`config.mk`:
```
export PLATFORM = sky130hd
export DESIGN_NAME = key_matrix_scanner
export DESIGN_NICKNAME = d
export VERILOG_FILES = /design/src/rtl/key_matrix_scanner.sv
export SDC_FILE = /design/constraint.sdc
export NUM_CORES = 1
export LEC_CHECK = 0
export ABC_AREA = 1
export BUFFER_PORTS_ARGS = -buffer_cell sky130_fd_sc_hd__clkbuf_2
export CAP_MARGIN = 20
export CELL_PAD_IN_SITES_DETAIL_PLACEMENT = 1
export CELL_PAD_IN_SITES_GLOBAL_PLACEMENT = 2
export CORE_ASPECT_RATIO = 1.2
export CORE_MARGIN = 3
export CORE_UTILIZATION = 33
export DETAILED_ROUTE_END_ITERATION = 6
export MAX_ROUTING_LAYER = met4
export PLACE_DENSITY = 0.82
export SYNTH_ARGS = -nofsm -noshare
export SYNTH_HDL_FRONTEND = slang
export SYNTH_SLANG_ARGS = --single-unit
```
`constraint.sdc`:
```
create_clock -name clk12MHz -period 5.49 [get_ports clk12MHz]
set_input_delay 1.3725 -clock clk12MHz [delete_from_list [all_inputs] [get_ports clk12MHz]]
set_output_delay 1.3725 -clock clk12MHz [all_outputs]
set_load 0.05 [all_outputs]
```
`src/rtl/key_matrix_scanner.sv`:
```
`default_nettype none
// ============================================================================
// Module      : key_matrix_scanner
// Description : Scans a 4x4 active-low key matrix. It drives column strobes,
//               synchronises the row returns and debounces each key. Press and
//               release events are queued in a small FIFO that the consumer
//               reads with a valid/ready handshake.
// Revision    : 1.0 - initial release
// ============================================================================
module key_matrix_scanner #(
    parameter int SCAN_BITS  = 10,   // column dwell = 2^SCAN_BITS clocks, >= 3
    parameter int DEBOUNCE   = 4,    // differing frames to flip a key, 1..15
    parameter int FIFO_DEPTH = 4     // event FIFO entries, power of two, >= 2
) (
    input  logic        clk12MHz,
    input  logic        resetn,
    input  logic        krow1,
    input  logic        krow2,
    input  logic        krow3,
    input  logic        krow4,
    output logic        kcol1,
    output logic        kcol2,
    output logic        kcol3,
    output logic        kcol4,
    output logic [15:0] keys,
    output logic        event_valid,
    output logic [3:0]  event_key,
    output logic        event_pressed,
    input  logic        event_ready,
    output logic        overflow
);

    localparam int         c_AW  = $clog2(FIFO_DEPTH);
    localparam logic [3:0] c_DEB = 4'(DEBOUNCE);

    // ------------------------------------------------------------------------
    // Row synchronisers (rows idle high, so reset to released)
    // ------------------------------------------------------------------------
    logic [3:0] r_row_meta;
    logic [3:0] r_row_sync;

    // Two-flop synchroniser on the asynchronous row returns
    always_ff @(posedge clk12MHz) begin
        if (!resetn) begin
            r_row_meta <= 4'hF;
            r_row_sync <= 4'hF;
        end else begin
            r_row_meta <= {krow4, krow3, krow2, krow1};
            r_row_sync <= r_row_meta;
        end
    end

    // ------------------------------------------------------------------------
    // Scan counter: upper two bits select the column, lower bits the dwell
    // ------------------------------------------------------------------------
    logic [SCAN_BITS+1:0] r_scan;
    logic [1:0]           w_col;
    logic [SCAN_BITS-1:0] w_dwell;
    logic                 w_proc;
    logic [1:0]           w_row;
    logic [3:0]           w_key;
    logic                 w_sample;

    // Free-running scan counter; wraps from column 3 back to column 0
    always_ff @(posedge clk12MHz) begin
        if (!resetn) r_scan <= '0;
        else         r_scan <= r_scan + 1'b1;
    end

    assign w_col   = r_scan[SCAN_BITS+1:SCAN_BITS];
    assign w_dwell = r_scan[SCAN_BITS-1:0];
    // The last four dwell cycles of each column evaluate rows 1..4 in turn,
    // so the column has been driven long enough for the returns to settle.
    assign w_proc   = &w_dwell[SCAN_BITS-1:2];
    assign w_row    = w_dwell[1:0];
    assign w_key    = {w_col, w_row};
    assign w_sample = ~r_row_sync[w_row];

    assign {kcol4, kcol3, kcol2, kcol1} = ~(4'b0001 << w_col);

    // ------------------------------------------------------------------------
    // Per-key debounce: one key evaluated per process cycle
    // ------------------------------------------------------------------------
    logic [15:0] r_keys;
    logic [3:0]  r_dcnt [16];
    logic [3:0]  w_cnt_inc;
    logic        w_differ;
    logic        w_flip;

    assign w_cnt_inc = 4'(r_dcnt[w_key] + 4'd1);
    assign w_differ  = (w_sample != r_keys[w_key]);
    assign w_flip    = w_proc && w_differ && (w_cnt_inc == c_DEB);

    // Count consecutive differing frames; toggle the stable state at threshold
    always_ff @(posedge clk12MHz) begin
        if (!resetn) begin
            r_keys <= '0;
            for (int i = 0; i < 16; i++) r_dcnt[i] <= '0;
        end else if (w_proc) begin
            if (!w_differ) begin
                r_dcnt[w_key] <= '0;
            end else if (w_flip) begin
                r_keys[w_key] <= ~r_keys[w_key];
                r_dcnt[w_key] <= '0;
            end else begin
                r_dcnt[w_key] <= w_cnt_inc;
            end
        end
    end

    assign keys = r_keys;

    // ------------------------------------------------------------------------
    // Event FIFO: {key, pressed}; pointers carry one extra wrap bit
    // ------------------------------------------------------------------------
    logic [4:0]  r_mem [FIFO_DEPTH];
    logic [c_AW:0] r_wptr;
    logic [c_AW:0] r_rptr;
    logic        r_overflow;
    logic        w_empty;
    logic        w_full;
    logic        w_pop;
    logic        w_accept;

    assign w_empty  = (r_wptr == r_rptr);
    assign w_full   = (r_wptr[c_AW] != r_rptr[c_AW]) &&
                      (r_wptr[c_AW-1:0] == r_rptr[c_AW-1:0]);
    assign w_pop    = !w_empty && event_ready;
    // A simultaneous pop frees the slot, so a push into a full FIFO survives.
    assign w_accept = w_flip && (!w_full || w_pop);

    // Event storage; the new state is the inverse of the current stable bit
    always_ff @(posedge clk12MHz) begin
        if (w_accept) r_mem[r_wptr[c_AW-1:0]] <= {w_key, ~r_keys[w_key]};
    end

    // FIFO pointers and sticky overflow flag
    always_ff @(posedge clk12MHz) begin
        if (!resetn) begin
            r_wptr     <= '0;
            r_rptr     <= '0;
            r_overflow <= 1'b0;
        end else begin
            if (w_accept) r_wptr <= r_wptr + 1'b1;
            if (w_pop)    r_rptr <= r_rptr + 1'b1;
            if (w_flip && w_full && !w_pop) r_overflow <= 1'b1;
        end
    end

    assign event_valid                = !w_empty;
    assign {event_key, event_pressed} = r_mem[r_rptr[c_AW-1:0]];
    assign overflow                   = r_overflow;

endmodule
`default_nettype wire

```
==> reports/results.ini, run 1 <==
[cells_and_area]
drive_above_1_share_pct = 12.9
fillerInstances = 2297
antennaDiodeCount = 0
seq_area_sq_um = 3420
fin_area_sq_um = 7370
postLayoutCoreUtil_pct = 38.8
multiInputGateArea_sq_um = 2450
final_cells = 1080
area.growth.synth_to_final_pct = 14.3
nNetsFinal = 829

[route]
drc = 0
first_pass_iters = 5
drt_iter0_drc = 237
ant_nets = 0
avgViaCountPerCell = 4.78
wirelength_microns = 17500
vias = 5163
routedWlPerCell_microns = 16.2

[placement]
dp_cells = 1048
dp_slack_ns = 2.00
place_congestion = 0.759
place_area_sq_um = 6770
portBuffers = 33
dp_hpwl_microns = 12000

[clocking]
cts.path.max_buffers = 2
cts_root_buffer = clkbuf_16
cts_tree = yes
clk_latency_ns = 0.43
post_cts_buffers = 0
cts_buffers = 17
clkTransAtPathRegs_ns = 0.05
htreeDepth = 4
cts.sinks = 129
cts-hold-fix-buffers = 0
cts.repair.resized = 0

[sta]
setup_slack_ns = 1.80
worst_pin_slew_ns = 0.892
skew_ns = 0.00660
fmax_ghz = 0.271
setup_violations = 0
final.setup.tns_ns = 0
slew-limit-headroom_pct = 40.5
rsz0062_at_grt = false
period_needed_ns = 3.69
maxSlewViolCount = 0
whs_ns = 0.414
hold_viol = 0
post-route-period-util_pct = 67.2

[synth]
syn_inst = 785
synth_area_sq_um = 6450
yosys_warnings = 0
synth_top_area_cell = edfxtp_1
ys_seq_area_share_pct = 53.1
async_flop_share_pct = 0
synth_edf_count = 84
synth_top_area_share_pct = 39.1
synth.area.top_cells = edfxtp_1 39%, dfxtp_1 14%, nand2_1 13%, nor2_1 8.9%, inv_1 5.2%
synth_seq_cells = 129
synthMostInstantiatedCell = nand2_1
synth_nets = 803
synthTopCellsByCount = 215 x nand2_1, 153 x nor2_1, 89 x inv_1
synth_ff_type = edfxtp_1
synth_cell_types = 37
avgSynthCellArea_sq_um = 8.21

[pwr]
power.total_mw = 2.48
p_per_area_nw_per_um2 = 336
ir_drop_v = 0.000172
power.leakage_nw = 3.12

[floorplanning]
coreArea_sq_um = 19000
fp.dieH_microns = 159
dieArea_sq_um = 21300
std_cell_rows = 55
initial_utilization_pct = 33.9
die_x_microns = 134
pin_count = 34

[worst_setup_path]
endpoint_kind = output port
start_kind = flop
critical_path_class = reg2out
slowest_delay_ns = 0.53
arrival_ns = 2.32
cp_num_buf_inv = 3
worstPathRequired_ns = 4.12
rrSetupSlack_ns = 1.99
path_cells = inv_1 > nor2_1 > clkinv_1 > clkbuf_2
path_max_fanout = 9
crit_slowest_cell = dfxtp_1
cp_top_family = buffers and inverters

[global_route]
grt_max_degree = 47
grtUsageMet3_pct = 3.70
grt_pass1_vias = 5298
grt.busiest_layer = met2
use_met1_pct = 19.3
antenna_found_initial = 0
grt-ovfl-total = 0
grtUsageTotal_pct = 17.6
grt_pass1_wl_microns = 28000
grtUsageMet2_pct = 31.4

[job]
max_cap_viol_count = 0

[outcome]
outcome = completed

[hold_path]
worstHoldPathType = reg2reg

placed cells by master (no fill, tap or decap), types with 11 or more instances in the layout:
master,instances
nor3_2,11
clkbuf_16,19
nand4_1,18
o21ai_0,27
nor2_1,153
ha_1,11
nand3_1,33
dfxtp_1,44
nand2_1,215
inv_1,89
edfxtp_1,84
clkbuf_2,33
kinds of logic after synthesis:
group           after synthesis  share of synthesized area [%]
simple gates                466                           31.4
flops                       129                           53.1
buf+inv                     128                           8.87
compound gates               47                           3.94
fa+ha+maj                    11                           2.14
xor+xnor                      4                          0.544
state kept, by name (all words and copies together) (netlist names), 3 cells and up, named ones only:
signal / count
keys: 16
r_dcnt: 64
r_mem: 20
r_row_meta: 4
r_row_sync: 4
r_rptr: 3
r_scan: 12
r_wptr: 3
power by group:
group	switching, mW	total (mW)	internal [mW]
registers	0.0170	1.08	1.06
clock network	0.411	1.14	0.732
logic	0.191	0.254	0.0632
total	0.619	2.48	1.86
worst register-to-register path: cells and delay by family (launching register included):
| family | cells | cell delay (ns) |
|---|---|---|
| AOI/OAI and AO/OA | 1 | 0.10 |
| buffers and inverters | 4 | 0.85 |
| DFF | 1 | 0.50 |
| and+or+nand+nor | 11 | 1.51 |
| adders and majority gates | 1 | 0.19 |
area by class of cell:
cell class	instances	share of cell area, %
clock buffers	24	6.84
well taps	256	4.35
clock inverters	8	1.34
repair buffers	38	2.75
inverters	97	5.01
flip-flops and latches	129	46.5
multi-input cells	528	33.3
per-layer routing:
| layer | routed length (microns) | share of wire [%] | vias to the layer above |
|---|---|---|---|
| met5 | 0 | 0 | - |
| met4 | 346 | 2.0 | 0 |
| met3 | 605 | 3.5 | 30 |
| met2 | 9340 | 53 | 82 |
| met1 | 7240 | 41 | 2499 |
| li1 | - | - | 2552 |
final timing paths:
check,startpoint,depth (start not counted),end
max reg2reg,r_scan[0],17,r_mem[0][1]
min reg2reg,r_row_meta[2],1,r_row_sync[2]
max,r_scan[10],4,kcol2
min,r_row_meta[2],1,r_row_sync[2]
(Power assumes the default switching activity.)
==> inputs of run 2 (changes only) <==
--- a/config.mk
+++ b/config.mk
@@ -15,7 +15,7 @@
 export CORE_UTILIZATION = 33
 export DETAILED_ROUTE_END_ITERATION = 6
 export MAX_ROUTING_LAYER = met4
-export PLACE_DENSITY = 0.82
+export PLACE_DENSITY = 0.84
 export SYNTH_ARGS = -nofsm -noshare
 export SYNTH_HDL_FRONTEND = slang
 export SYNTH_SLANG_ARGS = --single-unit
==> constraint.sdc (replaced) <==
create_clock -name clk12MHz -period 3.15 [get_ports clk12MHz]
set_input_delay 0.7875 -clock clk12MHz [delete_from_list [all_inputs] [get_ports clk12MHz]]
set_output_delay 0.7875 -clock clk12MHz [all_outputs]
set_load 0.05 [all_outputs]
==> reports/results.ini, run 2 (same netlist as run 1, synthesis figures left out) <==
[outcome]
outcome = completed

[global_route]
grt_pass1_wl_microns = 28800  ; +3.0%
grt-ovfl-total = 0  ; unchanged
antenna_found_initial = 0  ; unchanged
grt_max_degree = 47  ; unchanged
grtUsageTotal_pct = 18.0  ; +0.40 points
grt_pass1_vias = 5469  ; +3.2%

[cells_and_area]
final_cell_mix = 215 x nand2_1, 150 x nor2_1, 89 x inv_1
multiInputGateArea_sq_um = 2480  ; +1.0%
layout_commonest_cell = nand2_1
final_cells = 1092  ; +1.1%
drive_above_1_share_pct = 15.0  ; +2.1 points
regMostFlops = r_dcnt
nNetsFinal = 841  ; +1.4%
area.growth.synth_to_final_pct = 16.7
seq_area_sq_um = 3430  ; about the same
antennaDiodeCount = 0  ; unchanged
fillerInstances = 2340  ; +1.9%
largest_reg_flops = 64  ; unchanged
fin_area_sq_um = 7520  ; +2.1%

[clocking]
post_cts_buffers = 0  ; unchanged
clk_latency_ns = 0.43  ; about the same
htreeDepth = 4  ; unchanged
clkTransAtPathRegs_ns = 0.06  ; about the same
cts.sinks = 129  ; unchanged
cts-hold-fix-buffers = 0  ; unchanged
cts_buffers = 17  ; unchanged
cts.path.max_buffers = 2  ; unchanged
cts_tree = yes
cts_root_buffer = clkbuf_16
cts.repair.resized = 0  ; unchanged

[floorplanning]
die_x_microns = 134  ; unchanged
initial_utilization_pct = 33.9  ; unchanged
fp.dieH_microns = 159  ; unchanged
coreArea_sq_um = 19000  ; unchanged
pin_count = 34  ; unchanged
dieArea_sq_um = 21300  ; unchanged
std_cell_rows = 55  ; unchanged

[route]
vias = 5144  ; -0.37%
ant_nets = 0  ; unchanged
drc = 0  ; unchanged
avgViaCountPerCell = 4.71  ; -1.5%
first_pass_iters = 4  ; -1
wirelength_microns = 17700  ; +0.97%
routedWlPerCell_microns = 16.2  ; -0.14%
drt_iter0_drc = 313  ; +32%

[sta]
worst_pin_slew_ns = 0.586  ; -0.306 ns
slew-limit-headroom_pct = 60.9  ; +20 points
skew_ns = 0.00832  ; +0.00172 ns
setup_slack_ns = 0.332  ; -1.47 ns
post-route-period-util_pct = 89.4
hold_viol = 0  ; unchanged
maxSlewViolCount = 0  ; unchanged
period_needed_ns = 2.82
setup_violations = 0  ; unchanged
final.setup.tns_ns = 0  ; unchanged
fmax_ghz = 0.355
rsz0062_at_grt = false

[worst_setup_path]
worstPathRequired_ns = 2.36  ; -1.76 ns
path_max_fanout = 9  ; unchanged
arrival_ns = 2.03  ; -0.29 ns
path_cells = inv_1 > nor2_1 > buf_4 > clkinv_1 > clkbuf_2
endpoint_kind = output port
slowest_delay_ns = 0.50  ; -0.03 ns
crit_slowest_cell = dfxtp_1
cp_top_family = buffers and inverters
r2r_cells = 18  ; +1
cp_num_buf_inv = 4  ; +1
cp.depth = 5  ; +1
critical_path_class = reg2out
start_kind = flop

[placement]
dp_hpwl_microns = 12400  ; +3.3%
place_area_sq_um = 6880  ; +1.7%
dp_cells = 1060  ; +1.1%
portBuffers = 33  ; unchanged
dp_slack_ns = 0.210  ; -1.79 ns
place_congestion = 0.785  ; +3.5%

[hold_path]
worstHoldPathType = reg2reg
min_path_cells = 1  ; unchanged

[pwr]
power.total_mw = 4.38  ; +77%
p_per_area_nw_per_um2 = 582  ; +73%
power.leakage_nw = 3.21  ; +3.0%
ir_drop_v = 0.000269  ; +57%

[job]
max_cap_viol_count = 0  ; unchanged

[run 2: metal layers]
| layer | track usage (%) | routed length (microns) | vias up |
|---|---|---|---|
| met1 | 20.8 | 7710 | 2478 |
| met4 | 6.74 | 323 | 0 |
| met3 | 3.32 | 478 | 24 |
| met5 | - | 0 | - |
| met2 | 31.1 | 9190 | 59 |
| li1 | - | - | 2583 |
[run 2: per-stage QoR]
step                      hold WS [ns]  util [%]
after floorplan                  0.393         -
after global placement           0.397      36.2
after detailed placement         0.400      36.2
after CTS                        0.414      39.5
after global routing             0.420      39.6
final                            0.412      39.6
[run 2: area by class of cell]
cell class / instances / area share, %
Clock buffer: 17 / 5.65
Clock inverter: 15 / 2.48
Inverter: 97 / 4.94
Multi-Input combinational cell: 528 / 32.9
Sequential cell: 129 / 45.5
Tap cell: 256 / 4.26
Timing Repair Buffer: 50 / 4.22
[run 2: worst paths after layout]
check	from	endpoint	slack, ns
worst min-delay path	r_row_meta[0]	r_row_sync[0]	0.41
worst max-delay path	r_scan[10]	kcol2	0.33
worst min register to register	r_row_meta[0]	r_row_sync[0]	0.41
worst max register to register	r_scan[0]	r_dcnt[5][0]	0.34
[run 2: report_power, final]
group	leakage, nW	internal, mW	switching [mW]
sequential	1.17	1.85	0.0316
clock	0.298	1.25	0.784
combinational	1.74	0.124	0.335
[run 2: worst reg2reg max path: stages (launching register included)]
cell	delay, ns
dfxtp_4	0.48
buf_12	0.25
nand2_1	0.09
nand3_1	0.08
nand2_1	0.05
nand2_1	0.05
nand2_1	0.05
inv_1	0.12
nand2_2	0.11
ha_1	0.22
inv_1	0.06
nand2_1	0.04
nand2_1	0.11
inv_2	0.07
nand2_1	0.06
nor2_1	0.06
nor2_2	0.29
nand3_4	0.29
nor2_1	0.17
==> inputs of run 3 (changes only) <==
--- a/config.mk
+++ b/config.mk
@@ -12,10 +12,10 @@
 export CELL_PAD_IN_SITES_GLOBAL_PLACEMENT = 2
 export CORE_ASPECT_RATIO = 1.2
 export CORE_MARGIN = 3
-export CORE_UTILIZATION = 33
+export CORE_UTILIZATION = 34
 export DETAILED_ROUTE_END_ITERATION = 6
 export MAX_ROUTING_LAYER = met4
-export PLACE_DENSITY = 0.84
+export PLACE_DENSITY = 0.86
 export SYNTH_ARGS = -nofsm -noshare
 export SYNTH_HDL_FRONTEND = slang
 export SYNTH_SLANG_ARGS = --single-unit
==> reports/results.ini, run 3 (same netlist as run 1, synthesis figures left out) <==
[pwr]
p_per_area_nw_per_um2 = 590  ; +1.3%
power.switching_mw = 1.11  ; -3.2%
power.leakage_nw = 3.19  ; -0.66%
power.share.clock_pct = 47.2  ; +0.7 points
ir_drop_v = 0.000395  ; +47%
switching_share_pct = 25.1  ; -1.1 points
combinationalPowerShare_pct = 10.4  ; about the same
p_seq_share_pct = 42.4  ; -0.6 points
p_int_mw = 3.32  ; +2.8%

[route]
drt_iter0_drc = 216  ; -31%
vias = 5212  ; +1.3%
routedWlPerCell_microns = 15.9  ; -1.8%
avgViaCountPerCell = 4.79  ; +1.7%
drc = 0  ; unchanged
wirelength_microns = 17300  ; -2.2%
ant_nets = 0  ; unchanged
first_pass_iters = 4  ; unchanged

[sta]
worst_pin_slew_ns = 0.794  ; +0.208 ns
maxSlewViolCount = 0  ; unchanged
rsz0062_at_grt = true
period_needed_ns = 2.99  ; +0.170 ns
fmax_ghz = 0.335  ; -5.7%
setup_slack_ns = 0.162  ; -0.170 ns
final.setup.tns_ns = 0  ; unchanged
skew_ns = 0.00736  ; -0.000960 ns
hold_viol = 0  ; unchanged
post-route-period-util_pct = 94.9  ; +5.4 points
setup_violations = 0  ; unchanged
slew-limit-headroom_pct = 47.0  ; -14 points

[cells_and_area]
final_cell_mix = 215 x nand2_1, 151 x nor2_1, 89 x inv_1
nNetsFinal = 841  ; unchanged
layout_commonest_cell = nand2_1
fillerInstances = 2273  ; -2.9%
drive_above_1_share_pct = 14.8  ; -0.12 points
antennaDiodeCount = 0  ; unchanged
regMostFlops = r_dcnt
final_cells = 1088  ; -0.37%
multiInputGateArea_sq_um = 2460  ; -0.51%
largest_reg_flops = 64  ; unchanged
seq_area_sq_um = 3420  ; about the same
area.growth.synth_to_final_pct = 16.6  ; about the same

[placement]
dp_cells = 1056  ; -0.38%
dp_slack_ns = 0.241  ; +0.0303 ns
dp_hpwl_microns = 12100  ; -2.1%
portBuffers = 33  ; unchanged
place_congestion = 0.816  ; +3.9%

[global_route]
grt_pass1_vias = 5390  ; -1.4%
grt_max_degree = 44  ; -6.4%
grt_pass1_wl_microns = 28400  ; -1.5%
antenna_found_initial = 0  ; unchanged
grt-ovfl-total = 0  ; unchanged
grtUsageTotal_pct = 18.2  ; +0.15 points

[clocking]
cts_tree = yes
cts_buffers = 17  ; unchanged
clk_latency_ns = 0.42  ; about the same
cts_root_buffer = clkbuf_16
cts.sinks = 129  ; unchanged
post_cts_buffers = 0  ; unchanged
htreeDepth = 4  ; unchanged
clkTransAtPathRegs_ns = 0.06  ; about the same
cts.path.max_buffers = 2  ; unchanged

[worst_setup_path]
path_max_fanout = 9  ; unchanged
rrSetupSlack_ns = 0.20  ; -0.14 ns
start_kind = flop
endpoint_kind = output port
arrival_ns = 2.20  ; +0.17 ns
worstPathRequired_ns = 2.36  ; about the same
critical_path_class = reg2out

[floorplanning]
die_x_microns = 132  ; -1.4%
initial_utilization_pct = 35.1  ; +1.1 points
coreArea_sq_um = 18400  ; -3.2%
dieArea_sq_um = 20700  ; -2.8%
pin_count = 34  ; unchanged
fp.dieH_microns = 157  ; -1.4%
std_cell_rows = 54  ; -1.8%

[outcome]
outcome = completed

[job]
max_cap_viol_count = 0  ; unchanged

[hold_path]
worstHoldPathType = reg2reg

[run 3: final cells by class]
cell class,instances,area share (%)
well taps,252,4.19
flip-flops and latches,129,45.6
clock buffers,18,5.84
repair buffers,50,4.23
inverters,97,4.91
multi-input cells,528,32.8
clock inverters,14,2.50
[run 3: power by group through the flow]
stage	clock network, mW	registers, mW	logic [mW]
final	2.09	1.88	0.462
after global placement	0	1.92	0.456
after global routing	2.21	1.89	0.518
after detailed placement	0	1.92	0.461
after CTS	2.13	1.88	0.466
after floorplan	0	1.91	0.336
[run 3: what timing repair did]
| item | CTS | global route |
|---|---|---|
| resized for setup | 0 | 3 |
| setup endpoints to repair | 0 | 39 |
| hold buffers | 0 | 0 |
[run 3: worst paths after layout]
path,from,endpoint,cells past startpoint
max,r_scan[11],kcol3,5
min,r_row_meta[1],r_row_sync[1],1
max reg2reg,r_scan[1],r_mem[0][3],14
min reg2reg,r_row_meta[1],r_row_sync[1],1
[run 3: worst max-delay path, cell delays in order (launching register included)]
cell,delay (ns)
dfxtp_1,0.56
inv_1,0.09
nor2_1,0.32
buf_4,0.20
clkinv_1,0.27
clkbuf_2,0.34
[run 3: metal layers]
metal  GRT usage, %  vias up  share of wire (%)
li1               -     2578                  -
met1           21.0     2540                 43
met2           31.8       68                 52
met3           2.73       26                2.3
met4           7.45        0                2.2
met5              -        -                  0
[run 3: through the flow]
| step | utilization (%) | hold WS (ns) | total power, mW | instance area, sq um |
|---|---|---|---|---|
| global placement | 37.4 | 0.398 | 2.37 | 6880 |
| global route | 40.9 | 0.425 | 4.61 | 7520 |
| finish | 40.9 | 0.410 | 4.43 | 7520 |
| detailed placement | 37.4 | 0.401 | 2.38 | 6880 |
| CTS | 40.8 | 0.415 | 4.48 | 7500 |
| floorplan | - | 0.393 | 2.24 | 6450 |
